==> config.mk <==
export PLATFORM = sky130hd
export DESIGN_NAME = run_sequencer
export DESIGN_NICKNAME = d
export VERILOG_FILES = /design/src/rtl/run_sequencer.sv
export SDC_FILE = /design/constraint.sdc
export NUM_CORES = 1
export LEC_CHECK = 0
export ABC_AREA = 1
export BUFFER_PORTS_ARGS = -buffer_cell sky130_fd_sc_hd__buf_2
export CAP_MARGIN = 10
export CORE_AREA = 4 4 104 106
export CTS_CLUSTER_SIZE = 12
export DETAILED_ROUTE_END_ITERATION = 6
export DIE_AREA = 0 0 108 110
export GPL_TIMING_DRIVEN = 1
export SYNTH_ARGS = -nofsm -noshare
export SYNTH_HDL_FRONTEND = slang
export SYNTH_SLANG_ARGS = --single-unit
==> constraint.sdc <==
create_clock -name Clk -period 1.6 [get_ports Clk]
set_input_delay 0.08 -clock Clk [delete_from_list [all_inputs] [get_ports Clk]]
set_output_delay 0.08 -clock Clk [all_outputs]
set_load 0.02 [all_outputs]
==> src/rtl/run_sequencer.sv <==
// Host-side sequencer: resets a processor core once, then starts and times
// NUM_PROGS programs back-to-back, reporting per-program RUN-cycle counts.
module run_sequencer #(
    parameter int unsigned NUM_PROGS = 3,
    parameter logic [15:0] TIMEOUT   = 16'd50000
) (
    input  logic        Clk,
    input  logic        Reset,
    input  logic        Go,
    input  logic        Abort,
    input  logic        Ack,
    output logic        CoreReset,
    output logic        CoreStart,
    output logic [1:0]  ProgSel,
    output logic        Busy,
    output logic [15:0] CycleCt,
    output logic        CycleValid,
    output logic        Done,
    output logic        Err
);

    typedef enum logic [2:0] {
        IDLE,
        CRST,
        START,
        RUN,
        CAPT,
        ERR
    } state_t;

    localparam logic [1:0] LAST_PROG = 2'(NUM_PROGS - 1);

    state_t      state;
    state_t      state_next;
    logic [15:0] count;
    logic        ack_seen;
    logic        last_prog;
    logic        timeout_hit;

    // A halted core holds Ack high, so the first RUN cycle cannot end a program.
    assign ack_seen  = Ack && (count != '0);
    assign last_prog = (ProgSel == LAST_PROG);

    always_comb begin
        state_next  = state;
        timeout_hit = 1'b0;
        case (state)
            IDLE:  if (Go) state_next = CRST;
            CRST:  state_next = START;
            START: state_next = RUN;
            RUN: begin
                if (ack_seen) begin
                    state_next = CAPT;
                end else if (count == TIMEOUT - 16'd1) begin
                    state_next  = ERR;
                    timeout_hit = !Abort;
                end
            end
            CAPT:    state_next = last_prog ? IDLE : START;
            ERR:     state_next = IDLE;
            default: state_next = IDLE;
        endcase
        // Abort reuses the ERR state only for its core-reset cycle; Err is not touched.
        if (Abort && (state != IDLE) && (state != ERR)) begin
            state_next = ERR;
        end
    end

    always_ff @(posedge Clk or negedge Reset) begin
        if (!Reset) begin
            state      <= IDLE;
            count      <= '0;
            ProgSel    <= '0;
            CycleCt    <= '0;
            Err        <= 1'b0;
            CoreReset  <= 1'b1;
            CoreStart  <= 1'b0;
            CycleValid <= 1'b0;
            Done       <= 1'b0;
            Busy       <= 1'b0;
        end else begin
            state      <= state_next;
            CoreReset  <= (state_next == CRST) || (state_next == ERR);
            CoreStart  <= (state_next == START);
            CycleValid <= (state_next == CAPT);
            Done       <= (state_next == CAPT) && last_prog;
            Busy       <= (state_next != IDLE);

            if (state == START) begin
                count <= '0;
            end else if ((state == RUN) && (count != '1)) begin
                count <= count + 16'd1;
            end

            if ((state == IDLE) && Go) begin
                ProgSel <= '0;
                Err     <= 1'b0;
            end else if ((state == CAPT) && (state_next == START)) begin
                ProgSel <= ProgSel + 2'd1;
            end

            if ((state == RUN) && (state_next == CAPT)) begin
                CycleCt <= count;
            end else if (timeout_hit) begin
                CycleCt <= '1;
                Err     <= 1'b1;
            end
        end
    end

endmodule
==> flow_summary.yaml <==
yosys:
  synthDistinctLibCells: 32
  syn_area_per_cell_um2: 7.89
  synthXorXnorAreaFrac: 0.0109
  synthCells: 306
  yosys_register_bits: 43
  yosys_most_used_dff: "dfrtp_1"
  synth.yosys.seq_area_share: 0.446
  synth-edff-count: 0
  synth_top_family_by_area: "simple AND/OR/NAND/NOR gates"
  syn-num-nets: 314
  synth-compound-area-share: 0.0487
  muxShareOfSynthArea: 0
  ys_warn_count: 0
  syn-cell-area_um2: 2410
  synth-simple-area-share: 0.389
  synth_fa_ha_area_frac: 0.0155
  async_reset_ff_frac: 1.00
routing:
  drc: 0
  vias: 2313
  drt-pass1-iter-count: 4
  drt_iter0_drc: 65
  wire_per_inst_um: 12.2
  antenna_left: 0
  viasPerCell: 4.38
  finalWirelength_mm: 6.42
critical_path:
  crit_type: "reg -> reg"
  critical_path.max_fanout: 5
  rr_endpoint: "count[6]$_DFFE_PN0P_"
  crit_path_start_kind: "flip-flop"
  r2r_cells: 11
  cp.required_ps: 1780
  crit_arrival_ps: 1920
  worstSetupEndpointType: "flip-flop"
  r2r_setup_slack_ps: -140
  startpoint: "count[6]$_DFFE_PN0P_"
  reg2reg_from: "count[6]$_DFFE_PN0P_"
sta:
  fmax_mhz: 573
  fin_setup_tns_ps: -2590
  slew_headroom: 0.697
  drv_slew: 0
  layout_setup_ws_ps: -144
  rsz0062_at_grt: "true"
  clock-skew-final_ps: 8.76
  layout_worst_path_cycle_share: 1.09
  finalCriticalPeriod_ps: 1740
  setup_viol: 34
  hold_violations: 0
  worst_pin_slew_ps: 455
floorplanning:
  row_count: 36
  initial_core_util: 0.247
  ioPinCount: 29
  die_width_um: 108
  coreArea_um2: 9770
  die_h_um: 110
  fp.dieArea_um2: 11900
clock_network:
  cts_tree: "yes"
  insertion_delay_ps: 300
  clock-sinks: 43
  cts-root-buf: "clkbuf_8"
  clockBufferDepth: 2
  path_clk_slew_ps: 80
  cts_buffers: 5
  cts_htree_levels: 2
global_route:
  grt_pass1_vias: 2328
  grt_max_degree: 27
  use_met3: 0.0221
  antenna_found_initial: 0
  globalRouteOverflowTotal: 0
  grt_use_met1: 0.165
  grt.total_usage: 0.117
  grt_pass1_wl_mm: 11.2
  grt_use_met2: 0.185
  grt_most_used_layer: "met2"
layout:
  diodes: 0
  area_delta_synth_final_pct: 39.9
  final_common_cell: "nand2_1"
  final_util: 0.346
  drive_above_1_share: 0.359
  finalNetCount: 402
  num-fill-cells: 1037
  mostFrequentLayoutCells: "nand2_1, buf_4, dfrtp_1"
power:
  p_per_area_nw_per_um2: 1640
  vdd_drop_max_v: 0.000671
  leakage_nw: 1.65
outcome:
  violations: "negative setup slack"
  status: "finished with violations"
worst_hold_path:
  min_path_cells: 4
  min_to: "Err$_DFF_PN0_"
  hold_class: "in -> reg"
  min_from: "Go"
placed_design:
  port_buffers: 28
  place_hpwl_mm: 4.98
  gp_congestion: 0.864
flow_run:
  drv_cap: 0
==> area by class of cell <==
| cell class | instances | area [um^2] | area share |
|---|---|---|---|
| Sequential cell | 43 | 1080 | 0.320 |
| Tap cell | 133 | 166 | 0.0493 |
| Timing Repair Buffer | 89 | 678 | 0.201 |
| Inverter | 40 | 153 | 0.0452 |
| Clock inverter | 1 | 5.00 | 0.00148 |
| Multi-Input combinational cell | 215 | 1210 | 0.358 |
| Clock buffer | 7 | 86.3 | 0.0256 |
==> synthesized netlist by cell type, types with 2 or more instances <==
master | n | area, um^2
a21oi_1 | 5 | 25.0
buf_2 | 2 | 10.0
buf_6 | 4 | 45.0
dfrtp_1 | 42 | 1050
ha_1 | 3 | 37.5
inv_1 | 35 | 131
inv_2 | 4 | 15.0
nand2_1 | 76 | 285
nand2_2 | 5 | 31.3
nand2_4 | 3 | 33.8
nand3_1 | 34 | 170
nand3_2 | 2 | 20.0
nand4_1 | 24 | 150
nor2_1 | 27 | 101
nor2_4 | 2 | 22.5
nor3_1 | 6 | 30.0
nor4_1 | 5 | 31.3
o21ai_0 | 11 | 55.1
xor2_1 | 3 | 26.3
==> worst max path at each step <==
stage / cells past startpoint / endpoint
floorplan: 13 / CycleCt[6]$_DFFE_PN0P_
global placement: 11 / count[6]$_DFFE_PN0P_
detailed placement: 13 / CycleCt[14]$_DFFE_PN0P_
global route: 11 / CycleCt[13]$_DFFE_PN0P_
finish: 11 / count[6]$_DFFE_PN0P_
CTS: 13 / CycleCt[14]$_DFFE_PN0P_
==> cells by family after synthesis <==
| logic type | Yosys count |
|---|---|
| AO/OA/AOI/OAI | 20 |
| XOR/XNOR | 3 |
| adder cells (fa/ha/maj) | 3 |
| buffers and inverters | 48 |
| flip-flops | 43 |
| AND/OR/NAND/NOR | 189 |
==> routing by layer <==
layer  vias up  wire length [um]
met5         -                 0
met4         0                51
met3         6               257
met2        47              3000
met1      1073              3110
li1       1187                 -
==> worst max-delay path: stages, from the launching register on <==
cell and delay [ps]:
dfrtp_1 430, buf_6 120, nand2_2 50, inv_2 60, nand3_2 60, nor2_2 160, inv_2 80, o21ai_4 260
buf_6 140, nor3_1 60, o21ai_0 170, nor2_1 60
==> sequential cells by signal, summed over array words and instances, names as in the netlist <==
signal / cells
count: 16
CoreReset: 1
Done: 1
CoreStart: 1
CycleValid: 1
CycleCt: 16
state: 3
Err: 1
ProgSel: 2
Busy: 1
==> metrics by stage <==
| stage | cell area (um^2) | power (W) | hold slack, ps | instances | setup slack [ps] |
|---|---|---|---|---|---|
| final | 3380 | 0.00553 | 172 | 528 | -144 |
| after global routing | 3380 | 0.00606 | 184 | 528 | -295 |
| after CTS | 3350 | 0.00558 | 169 | 527 | -105 |
| after detailed placement | 3140 | 0.00469 | 65.2 | 511 | -144 |
| after global placement | 3140 | 0.00465 | 54.9 | 511 | -121 |
| after floorplan | 2450 | 0.00362 | -216 | 306 | -44.4 |
==> power breakdown <==
group          switching (W)  internal (W)  leakage [nW]
clock               0.000376      0.000349        0.0482
combinational        0.00189       0.00127          1.06
sequential          0.000204       0.00145         0.546
==> repair_timing <==
action	CTS	global route
pin swaps	4	3
setup buffers	7	1
endpoints found under the setup margin	35	40
hold buffers	1	0
gates resized for setup	16	5
endpoints found under the hold margin	17	0
(Power assumes the default switching activity.)
